--- src/rtl/clkgate_pkg.sv ---
// Shared types and constants for the SM clock-gating sequencer.
// The optional statistics block is enabled with CLKGATE_STATS_EN.
package clkgate_pkg;

  typedef enum logic [1:0] {
    RUN   = 2'd0,
    DRAIN = 2'd1,
    GATED = 2'd2,
    WAKE  = 2'd3
  } state_e;

  localparam int unsigned STATS_CYC_W = 32;
  localparam int unsigned STATS_EVT_W = 16;

  typedef struct packed {
    logic gclk_en;
    logic quiesce_req;
    logic sm_ready;
  } ctl_t;

  function automatic int unsigned max3(input int unsigned a, input int unsigned b,
                                       input int unsigned c);
    int unsigned m;
    m = a;
    if (b > m) begin
      m = b;
    end else begin
      m = m;
    end
    if (c > m) begin
      m = c;
    end else begin
      m = m;
    end
    return m;
  endfunction

  // Moore output decode; WAKE keeps quiesce_req high so no work issues before sm_ready.
  function automatic ctl_t decode_ctl(input state_e s);
    ctl_t c;
    case (s)
      RUN:     c = '{gclk_en: 1'b1, quiesce_req: 1'b0, sm_ready: 1'b1};
      DRAIN:   c = '{gclk_en: 1'b1, quiesce_req: 1'b1, sm_ready: 1'b0};
      GATED:   c = '{gclk_en: 1'b0, quiesce_req: 1'b1, sm_ready: 1'b0};
      WAKE:    c = '{gclk_en: 1'b1, quiesce_req: 1'b1, sm_ready: 1'b0};
      default: c = '{gclk_en: 1'b1, quiesce_req: 1'b0, sm_ready: 1'b1};
    endcase
    return c;
  endfunction

endpackage

--- src/rtl/clkgate_stats.sv ---
// Gating statistics: gated-cycle count (saturating), gate and abort event counts (wrapping).
// Only instantiated when CLKGATE_STATS_EN is defined.
module clkgate_stats
  import clkgate_pkg::*;
(
  input  logic                   clk,
  input  logic                   rst,
  input  logic                   gclk_en,
  input  logic                   gate_evt,
  input  logic                   drain_abort,
  output logic [STATS_CYC_W-1:0] gated_cycles,
  output logic [STATS_EVT_W-1:0] gate_events,
  output logic [STATS_EVT_W-1:0] abort_events
);

  logic [STATS_CYC_W-1:0] gated_cycles_q, gated_cycles_d;
  logic [STATS_EVT_W-1:0] gate_events_q, gate_events_d;
  logic [STATS_EVT_W-1:0] abort_events_q, abort_events_d;

  // Next-state for the three counters.
  always_comb begin
    gated_cycles_d = gated_cycles_q;
    gate_events_d  = gate_events_q;
    abort_events_d = abort_events_q;
    if (!gclk_en && (gated_cycles_q != {STATS_CYC_W{1'b1}})) begin
      gated_cycles_d = gated_cycles_q + STATS_CYC_W'(1);
    end else begin
      gated_cycles_d = gated_cycles_q;
    end
    if (gate_evt) begin
      gate_events_d = gate_events_q + STATS_EVT_W'(1);
    end else begin
      gate_events_d = gate_events_q;
    end
    if (drain_abort) begin
      abort_events_d = abort_events_q + STATS_EVT_W'(1);
    end else begin
      abort_events_d = abort_events_q;
    end
  end

  // Counter registers.
  always_ff @(posedge clk) begin
    if (rst) begin
      gated_cycles_q <= {STATS_CYC_W{1'b0}};
      gate_events_q  <= {STATS_EVT_W{1'b0}};
      abort_events_q <= {STATS_EVT_W{1'b0}};
    end else begin
      gated_cycles_q <= gated_cycles_d;
      gate_events_q  <= gate_events_d;
      abort_events_q <= abort_events_d;
    end
  end

  assign gated_cycles = gated_cycles_q;
  assign gate_events  = gate_events_q;
  assign abort_events = abort_events_q;

endmodule

--- src/rtl/sm_clk_gate_seq.sv ---
// Per-SM clock-gating sequencer: RUN -> DRAIN -> GATED -> WAKE -> RUN.
// Define CLKGATE_STATS_EN to add the gated_cycles/gate_events/abort_events outputs.
module sm_clk_gate_seq
  import clkgate_pkg::*;
#(
  parameter int unsigned DRAIN_TIMEOUT = 256,
  parameter int unsigned MIN_GATED     = 16,
  parameter int unsigned WAKE_CYCLES   = 4
) (
  input  logic                   clk,
  input  logic                   rst,
  input  logic                   clk_en_req,
  input  logic                   wake_req,
  input  logic                   sm_busy,
  input  logic                   quiesce_ack,
  output logic                   quiesce_req,
  output logic                   gclk_en,
  output logic                   sm_ready,
  output logic                   drain_abort,
  output logic [1:0]             state
`ifdef CLKGATE_STATS_EN
  ,
  output logic [STATS_CYC_W-1:0] gated_cycles,
  output logic [STATS_EVT_W-1:0] gate_events,
  output logic [STATS_EVT_W-1:0] abort_events
`endif
);

  localparam int unsigned CNT_MAX = max3(DRAIN_TIMEOUT, MIN_GATED, WAKE_CYCLES);
  localparam int unsigned CW      = $clog2(CNT_MAX + 1);

  localparam logic [CW-1:0] DRAIN_LAST = CW'(DRAIN_TIMEOUT - 1);
  localparam logic [CW-1:0] GATED_LAST = CW'(MIN_GATED - 1);
  localparam logic [CW-1:0] WAKE_LAST  = CW'(WAKE_CYCLES - 1);

  state_e        state_q, state_d;
  logic [CW-1:0] cnt_q, cnt_d;
  logic          pend_q, pend_d;
  logic          clk_en_prev_q;
  logic          abort_q, abort_d;
  ctl_t          ctl_q, ctl_d;
  logic          gate_evt_s;
  logic          clk_en_rise_s;

  assign clk_en_rise_s = clk_en_req & ~clk_en_prev_q;

  // Next-state, shared counter, pend flag and registered-output decode.
  always_comb begin
    state_d = state_q;
    cnt_d   = cnt_q;
    pend_d  = pend_q;
    abort_d = 1'b0;
    case (state_q)
      RUN: begin
        if (!clk_en_req && !wake_req) begin
          state_d = DRAIN;
        end else begin
          state_d = RUN;
        end
      end
      DRAIN: begin
        if (wake_req || clk_en_req) begin
          state_d = RUN;
        end else if (quiesce_ack && !sm_busy) begin
          state_d = GATED;
        end else if (cnt_q == DRAIN_LAST) begin
          state_d = RUN;
          abort_d = 1'b1;
        end else begin
          cnt_d = cnt_q + CW'(1);
        end
      end
      GATED: begin
        if (clk_en_rise_s) begin
          pend_d = 1'b1;
        end else begin
          pend_d = pend_q;
        end
        // Urgent wake skips the dwell; a plain clk_en request waits for it.
        if (wake_req) begin
          state_d = WAKE;
        end else if (pend_q && (cnt_q >= GATED_LAST)) begin
          state_d = WAKE;
        end else if (cnt_q < GATED_LAST) begin
          cnt_d = cnt_q + CW'(1);
        end else begin
          cnt_d = cnt_q;
        end
      end
      WAKE: begin
        if (cnt_q == WAKE_LAST) begin
          state_d = RUN;
        end else begin
          cnt_d = cnt_q + CW'(1);
        end
      end
      default: begin
        state_d = RUN;
      end
    endcase

    if (state_d != state_q) begin
      cnt_d = {CW{1'b0}};
    end else begin
      cnt_d = cnt_d;
    end
    if ((state_d == WAKE) && (state_q != WAKE)) begin
      pend_d = 1'b0;
    end else begin
      pend_d = pend_d;
    end

    gate_evt_s = (state_q == DRAIN) && (state_d == GATED);
    ctl_d      = decode_ctl(state_d);
  end

  // State, counter and output registers; outputs mirror the state register.
  always_ff @(posedge clk) begin
    if (rst) begin
      state_q       <= RUN;
      cnt_q         <= {CW{1'b0}};
      pend_q        <= 1'b0;
      clk_en_prev_q <= 1'b1;
      abort_q       <= 1'b0;
      ctl_q         <= decode_ctl(RUN);
    end else begin
      state_q       <= state_d;
      cnt_q         <= cnt_d;
      pend_q        <= pend_d;
      clk_en_prev_q <= clk_en_req;
      abort_q       <= abort_d;
      ctl_q         <= ctl_d;
    end
  end

  assign state       = state_q;
  assign gclk_en     = ctl_q.gclk_en;
  assign quiesce_req = ctl_q.quiesce_req;
  assign sm_ready    = ctl_q.sm_ready;
  assign drain_abort = abort_q;

`ifdef CLKGATE_STATS_EN
  logic gate_evt_q;

  // Gate-event strobe aligned with the registered outputs.
  always_ff @(posedge clk) begin
    if (rst) begin
      gate_evt_q <= 1'b0;
    end else begin
      gate_evt_q <= gate_evt_s;
    end
  end

  clkgate_stats u_stats (
    .clk          (clk),
    .rst          (rst),
    .gclk_en      (ctl_q.gclk_en),
    .gate_evt     (gate_evt_q),
    .drain_abort  (abort_q),
    .gated_cycles (gated_cycles),
    .gate_events  (gate_events),
    .abort_events (abort_events)
  );
`else
  logic unused_s;
  assign unused_s = gate_evt_s;
`endif

endmodule

--- config.mk ---
export PLATFORM = sky130hd
export DESIGN_NAME = sm_clk_gate_seq
export DESIGN_NICKNAME = d
export VERILOG_FILES = /design/src/rtl/clkgate_pkg.sv /design/src/rtl/clkgate_stats.sv /design/src/rtl/sm_clk_gate_seq.sv
export SDC_FILE = /design/constraint.sdc
export NUM_CORES = 1
export LEC_CHECK = 0
export ABC_AREA = 1
export BUFFER_PORTS_ARGS = -buffer_cell sky130_fd_sc_hd__buf_2
export CAP_MARGIN = 10
export CORE_MARGIN = 1
export CORE_UTILIZATION = 45
export CTS_BUF_LIST = sky130_fd_sc_hd__clkbuf_8
export CTS_CLUSTER_SIZE = 40
export DETAILED_ROUTE_END_ITERATION = 10
export SETUP_SLACK_MARGIN = 0.2
export SLEW_MARGIN = 10
export SYNTH_ARGS = -nofsm -noshare
export SYNTH_HDL_FRONTEND = slang
export SYNTH_SLANG_ARGS = --single-unit
--- constraint.sdc ---
create_clock -name clk -period 1.9 [get_ports clk]
set_input_delay 0.19 -clock clk [delete_from_list [all_inputs] [get_ports clk]]
set_output_delay 0.19 -clock clk [all_outputs]
set_load 0.01 [all_outputs]
==> summary.txt, run 1 <==
Status = finished, final reports clean
Initial antenna violation count = 0
Nets = 191
Clock Latency Late Sink = 0.25 ns
CTS Root Cell = clkbuf_8
TritonCTS clock tree = yes
Critical Path Max Stage Delay = 0.37 ns
Yosys reg bits = 17
Port buffer count = 11
Setup crit start kind = register
Max Buffers Root-to-Sink = 2
Crit Path Class = register to register
Clk slew on worst S/H paths = 0.07 ns
Total wire length = 2410 µm
TNS Setup = 0 ns
EDFF count, synth = 0
Worst R2R End = cnt_q[1]
DRC = 0
Synth top area cells = dfxtp_1, nand2_1, inv_1
Fin crit period = 1.78 ns
Via/cell ratio = 4.86
R2R Setup Slk = 0.12 ns
Worst R2R Start = cnt_q[0]
Max frequency = 0.563 GHz
Sequential share of the synthesized area = 32.9%
PD cells = 539 nW/µm²
Worst Reg-to-Reg Cells = 13
Mapped Area = 1030 µm²
HP Class = input port to register
I/O pin count = 12
Final worst path period share = 93.5%
Instance area after placement = 1170 µm²
Total GRT Usage = 21.4%
FFs w/ async S/R, synth = 0%
Worst path bufs/invs = 3
Share of layout cells above drive strength 1 = 36.8%
Hold endpoint = state[0]
Average wire per standard cell = 11.5 µm
Worst Skew = 0.00339 ns
Synth Flop Type = dfxtp_1
Setup-failing EPs final = 0
TritonCTS Sinks = 17
CP top delay family = simple AND/OR/NAND/NOR gates
Path length in cells of the critical path = 13
Initial Util = 50.2%
Crit path DAT = 1.92 ns
Unrepaired setup endpoints after global routing = yes
Site Rows = 16
Top cells by count, synth = nand2_1, inv_1, nand3_1, dfxtp_1, nor2_1
Yosys top cell by area = dfxtp_1
Relative slew slack = 72.7%
Die W = 50.0 µm
Avg Inst Size Synth = 6.68 µm²
Num CTS Buffers = 3
Core ar. = 2060 µm²
Drt initial violations = 29
Worst hold stages = 2
DRT Pass-1 Iters = 4
Post-Syn Nets = 163
Ys Warns = 0
Total congestion overflow = 0
Placed Instances = 198
Worst-path fanout max = 5
CP Capture Type = register
CTS H-tree lvls = 1
Count leader, synth = nand2_1
Ant. Diodes = 0
Crit path cell chain = ha_4, nand2_4, nor4_4, ha_2, inv_2, nand3_2, o21ai_2, nand2_2, clkinvlp_4, nand3_1, nand2_1, inv_1, nor2_2
Final hold slack = 0.142 ns
Vias in the first global route = 916
Max-slew violation count = 0
Die footprint = 2500 µm²
Top cell type's share of synthesized area = 32.9%
DR vias = 1015
Final Hold Fails = 0
Syn Inst Count = 155
Area Growth Syn to Fin = 30.5%
Largest net degree at the start of global routing = 12
Fin cells = 209
Post-DRT Antenna Nets = 0
Max_cap viols = 0
Slowest-stage cell, CP = dfxtp_4
Min-delay src = rst
Placer Congestion = 0.887
Hold_buf cts = 0
Count of cell types in the netlist = 23
First-pass GRT wire length = 4040 µm
Worst Path Required = 2.05 ns
DIE HEIGHT = 50.0 µm
LEAKAGE = 0.636 nW
Hpwl dp = 1690 µm
Worst slew pin tran = 0.409 ns
Fin area = 1350 µm²
IR drop worst, VDD = 0.426 mV
-- area by class of cell --
cell class | instances | area [µm²]
clock buffer | 3 | 41.3
clock inverter | 1 | 5.00
fill | 181 | 712
inverter | 29 | 114
multi-input combinational | 111 | 672
sequential | 17 | 354
tap | 27 | 33.8
timing repair buffer | 20 | 123
timing repair inverter | 1 | 7.51
-- repair_timing --
action / CTS / global route
buffers inserted: 3 / 1
gates cloned: 3 / 0
pin swaps: 2 / 5
resized for setup: 14 / 13
setup endpoints to repair: 13 / 13
-- metrics by stage --
stage | total power, mW | utilization [%] | worst slack [ns]
global placement | 0.454 | 56.9 | 0.0993
finish | 0.728 | 65.5 | 0.124
CTS | 0.734 | 63.2 | 0.145
floorplan | 0.431 | - | 0.206
detailed placement | 0.454 | 56.9 | 0.0450
global route | 0.765 | 65.5 | 0.00262
-- cells in the final DEF (no fill, tap or decap), types with 2 or more instances in the layout --
| master | n |
|---|---|
| nand3_1 | 16 |
| a21oi_1 | 2 |
| clkbuf_8 | 3 |
| nor2_1 | 13 |
| buf_2 | 11 |
| inv_1 | 23 |
| nand2_2 | 4 |
| nand4_1 | 2 |
| o21ai_0 | 2 |
| nor3b_2 | 2 |
| buf_4 | 9 |
| nand2_1 | 35 |
| xnor2_1 | 2 |
| nand2_4 | 6 |
| dfxtp_2 | 2 |
| inv_2 | 4 |
| dfxtp_1 | 12 |
| nand3_2 | 3 |
| nor2_2 | 11 |
| dfxtp_4 | 3 |
| xor2_1 | 4 |
-- power by group --
group	switching, mW	internal, mW	leakage [nW]
sequential	0.00510	0.360	0.141
combinational	0.0608	0.0294	0.469
clock	0.127	0.145	0.0255
-- sequential cells by signal, indices dropped and copies added (netlist names) --
name,cells
gclk_en,1
state,2
quiesce_req,1
sm_ready,1
pend_q,1
clk_en_prev_q,1
cnt_q,9
drain_abort,1
-- worst max-delay path by stage --
stage | from | to | slack [ns]
3_3_place_gp | cnt_q[0] | cnt_q[2] | 0.1
4_1_cts | cnt_q[0] | cnt_q[4] | 0.15
5_1_grt | cnt_q[2] | cnt_q[1] | 0.003
3_5_place_dp | cnt_q[0] | cnt_q[4] | 0.05
6_report | cnt_q[0] | cnt_q[1] | 0.12
2_1_floorplan | cnt_q[0] | cnt_q[2] | 0.21
-- worst reg2reg max path, cell delays in order, from the launching register on --
cell and delay [ns]:
dfxtp_4 0.37, ha_4 0.15, nand2_4 0.06, nor4_4 0.15
ha_2 0.23, inv_2 0.04, nand3_2 0.07, o21ai_2 0.05
nand2_2 0.12, clkinvlp_4 0.16, nand3_1 0.11, nand2_1 0.06
inv_1 0.08, nor2_2 0.04
-- cells by family (layout without fill, tap and decap cells) --
group | Yosys count | after routing | share of synthesized area, %
buf+inv | 29 | 54 | 10.5
flops | 17 | 17 | 32.9
fa+ha+maj | 2 | 2 | 2.42
compound gates | 7 | 7 | 4.11
xor+xnor | 6 | 6 | 5.08
simple gates | 94 | 96 | 45.0
-- per-layer routing --
layer / GRT usage, % / routed length (µm) / share of wire [%]
met5: 0 / 0 / 0
met4: 5.71 / 13 / 0.54
met3: 3.70 / 125 / 5.2
met2: 29.5 / 1010 / 42
met1: 33.2 / 1260 / 52
No activity file was read; power rests on OpenSTA's default activity.
==> inputs of run 2 (changes only) <==
--- a/config.mk
+++ b/config.mk
@@ -8,11 +8,12 @@
 export ABC_AREA = 1
 export BUFFER_PORTS_ARGS = -buffer_cell sky130_fd_sc_hd__buf_2
 export CAP_MARGIN = 10
-export CORE_MARGIN = 1
+export CORE_MARGIN = 5
 export CORE_UTILIZATION = 45
 export CTS_BUF_LIST = sky130_fd_sc_hd__clkbuf_8
 export CTS_CLUSTER_SIZE = 40
 export DETAILED_ROUTE_END_ITERATION = 10
+export PLACE_DENSITY = 0.75
 export SETUP_SLACK_MARGIN = 0.2
 export SLEW_MARGIN = 10
 export SYNTH_ARGS = -nofsm -noshare
==> run 2 against run 1 <==
Effect of this change: first-iteration DRC count up 69%; power fell by 1.3%; critical path depth unchanged; worst setup slack gained 0.0050 ns; sequential share of layout area down 0.053 points; largest power group unchanged; non-clock buffer count is 3 higher; global-route usage decreased by 5.8 points; clock-buffer cell count stayed put; combinational power fell by 5.3%.
==> summary.txt, run 2 (same netlist as run 1, synthesis figures left out) <==
CP top delay family = simple AND/OR/NAND/NOR gates
Worst R2R Start = cnt_q[0]
Area Growth Syn to Fin = 31.2%
Crit Path Class = register to register
I/O pin count = 12 (unchanged)
Comb power frac = 11.9% (-0.5 points)
Worst path bufs/invs = 3 (unchanged)
Status = finished, final reports clean
Critical Path Max Stage Delay = 0.36 ns (about the same)
Worst Skew = 0.00689 ns (+0.00350 ns)
Sw Ratio = 25.9% (-0.56 points)
Final worst path period share = 93.2% (-0.27 points)
TNS Setup = 0 ns (unchanged)
Ant. Diodes = 0 (unchanged)
Setup-failing EPs final = 0 (unchanged)
Max_cap viols = 0 (unchanged)
Fin crit period = 1.77 ns (-0.00505 ns)
CP Capture Type = register
Relative slew slack = 76.0% (+3.3 points)
Total GRT Usage = 15.6% (-5.8 points)
Hold endpoint = quiesce_req
Worst-path fanout max = 5 (unchanged)
TritonCTS Sinks = 17 (unchanged)
Drt initial violations = 49 (+69%)
Total congestion overflow = 0 (unchanged)
Site Rows = 17 (+1)
PD cells = 529 nW/µm² (-1.9%)
Placer Congestion = 0.901 (+1.5%)
Clk slew on worst S/H paths = 0.07 ns (about the same)
Final core occ = 61.4% (-4.1 points)
Initial antenna violation count = 0 (unchanged)
Hold_buf cts = 0 (unchanged)
Crit path cell chain = ha_4, nand2_4, nor4_4, ha_2, inv_2, nand3_2, o21ai_2, nand2_2, clkinvlp_4, nand3_1, nand2_1, inv_1, nor2_2
Port buffer count = 11 (unchanged)
Nets = 192 (+0.52%)
Unrepaired setup endpoints after global routing = yes
Int Power = 0.532 mW (-0.57%)
HP Class = input port to register
First-pass GRT wire length = 4060 µm (+0.52%)
Die footprint = 3360 µm² (+35%)
DRT Pass-1 Iters = 4 (unchanged)
Final Hold Fails = 0 (unchanged)
Most common cell after layout, fill and taps aside = nand2_1
Die W = 58.0 µm (+16%)
Seq. cell area = 355 µm² (+0.35%)
Max reg flops = 9 (unchanged)
Max Buffers Root-to-Sink = 2 (unchanged)
Worst hold stages = 2 (unchanged)
Core ar. = 2210 µm² (+7.3%)
Flop pwr share = 51.0% (+0.8 points)
Num CTS Buffers = 3 (unchanged)
Share of layout cells above drive strength 1 = 37.2% (+0.35 points)
Psw = 0.186 mW (-3.4%)
Worst R2R End = cnt_q[7]
DIE HEIGHT = 58.0 µm (+16%)
Post-DRT Antenna Nets = 0 (unchanged)
R2R Setup Slk = 0.13 ns (about the same)
Via/cell ratio = 5.07 (+4.3%)
Slowest-stage cell, CP = dfxtp_4
Worst Path Required = 2.04 ns (about the same)
Crit path DAT = 1.91 ns (about the same)
Clock power frac = 37.1% (-0.3 points)
Crit path from = cnt_q[0]
Hpwl dp = 1700 µm (+0.40%)
Clock Latency Late Sink = 0.26 ns (about the same)
CTS Root Cell = clkbuf_8
Footprint of the multi-input gates = 658 µm² (-2.0%)
Average wire per standard cell = 12.1 µm (+5.1%)
Final hold slack = 0.135 ns (-0.00711 ns)
LEAKAGE = 0.655 nW (+3.0%)
TritonCTS clock tree = yes
Max-slew violation count = 0 (unchanged)
Fill cell count = 213 (+18%)
Most frequent cells in the layout = nand2_1, inv_1, nand3_1
Vias in the first global route = 976 (+6.6%)
Setup crit start kind = register
Largest register by flop count = cnt_q
Worst Reg-to-Reg Cells = 13 (unchanged)
Initial Util = 46.8% (-3.4 points)
IR drop worst, VDD = 0.525 mV (+23%)
CTS H-tree lvls = 1 (unchanged)
Worst slew pin tran = 0.359 ns (-0.0496 ns)
DRC = 0 (unchanged)
Min-delay src = rst
Largest net degree at the start of global routing = 11 (-1)
Total wire length = 2550 µm (+6.1%)
DR vias = 1069 (+5.3%)
Max frequency = 0.565 GHz (+0.29%)
## run 2: cell type report
type | count | area share (%)
Clock buffer | 3 | 3.04
Clock inverter | 1 | 0.276
Inverter | 29 | 8.20
Multi-Input combinational cell | 109 | 48.5
Sequential cell | 17 | 26.2
Tap cell | 28 | 2.58
Timing Repair Buffer | 23 | 10.7
Timing Repair inverter | 1 | 0.553
## run 2: worst register-to-register path, stage by stage (launching register included)
cell        delay (ns)
dfxtp_4           0.36
ha_4              0.15
nand2_4           0.06
nor4_4            0.14
ha_2              0.23
inv_2             0.05
nand3_2           0.07
o21ai_2           0.06
nand2_2           0.12
clkinvlp_4        0.16
nand3_1           0.12
nand2_1           0.05
inv_1             0.06
nor2_2            0.04
## run 2: timing repair
item                                    in CTS  in global routing
buffers inserted                             6                  2
endpoints found under the setup margin      13                 13
resized for setup                           15                 10
gates cloned                                 1                  0
pin swaps                                    2                  3
## run 2: worst max-delay path by stage
| stage | to | slack [ns] | cells after the start |
|---|---|---|---|
| final | cnt_q[7] | 0.13 | 13 |
| after global routing | cnt_q[7] | 0.03 | 13 |
| after CTS | cnt_q[1] | 0.18 | 13 |
| after detailed placement | cnt_q[8] | 0.06 | 14 |
| after global placement | cnt_q[2] | 0.12 | 14 |
| after floorplan | cnt_q[2] | 0.21 | 14 |
## run 2: per-layer routing
layer / GRT usage, % / share of wire [%] / routed length [µm]
met5: 0 / 0 / 0
met4: 4.64 / 2.0 / 52
met3: 4.90 / 5.9 / 151
met2: 28.2 / 51 / 1300
met1: 17.2 / 41 / 1050
## run 2: power by group through the flow
| stage | clock [mW] | combinational, mW | sequential [mW] |
|---|---|---|---|
| after floorplan | 0 | 0.0511 | 0.380 |
| final | 0.267 | 0.0854 | 0.367 |
| after global placement | 0 | 0.0763 | 0.378 |
| after detailed placement | 0 | 0.0778 | 0.378 |
| after global routing | 0.298 | 0.0931 | 0.367 |
| after CTS | 0.276 | 0.0822 | 0.366 |
## run 2: per-stage QoR
step / power [mW] / cell area [µm²] / worst slack [ns] / std cells
6_report: 0.719 / 1360 / 0.129 / 211
5_1_grt: 0.759 / 1360 / 0.0275 / 211
4_1_cts: 0.725 / 1300 / 0.181 / 209
3_5_place_dp: 0.456 / 1170 / 0.0634 / 198
3_3_place_gp: 0.454 / 1170 / 0.120 / 198
2_1_floorplan: 0.431 / 1050 / 0.206 / 155
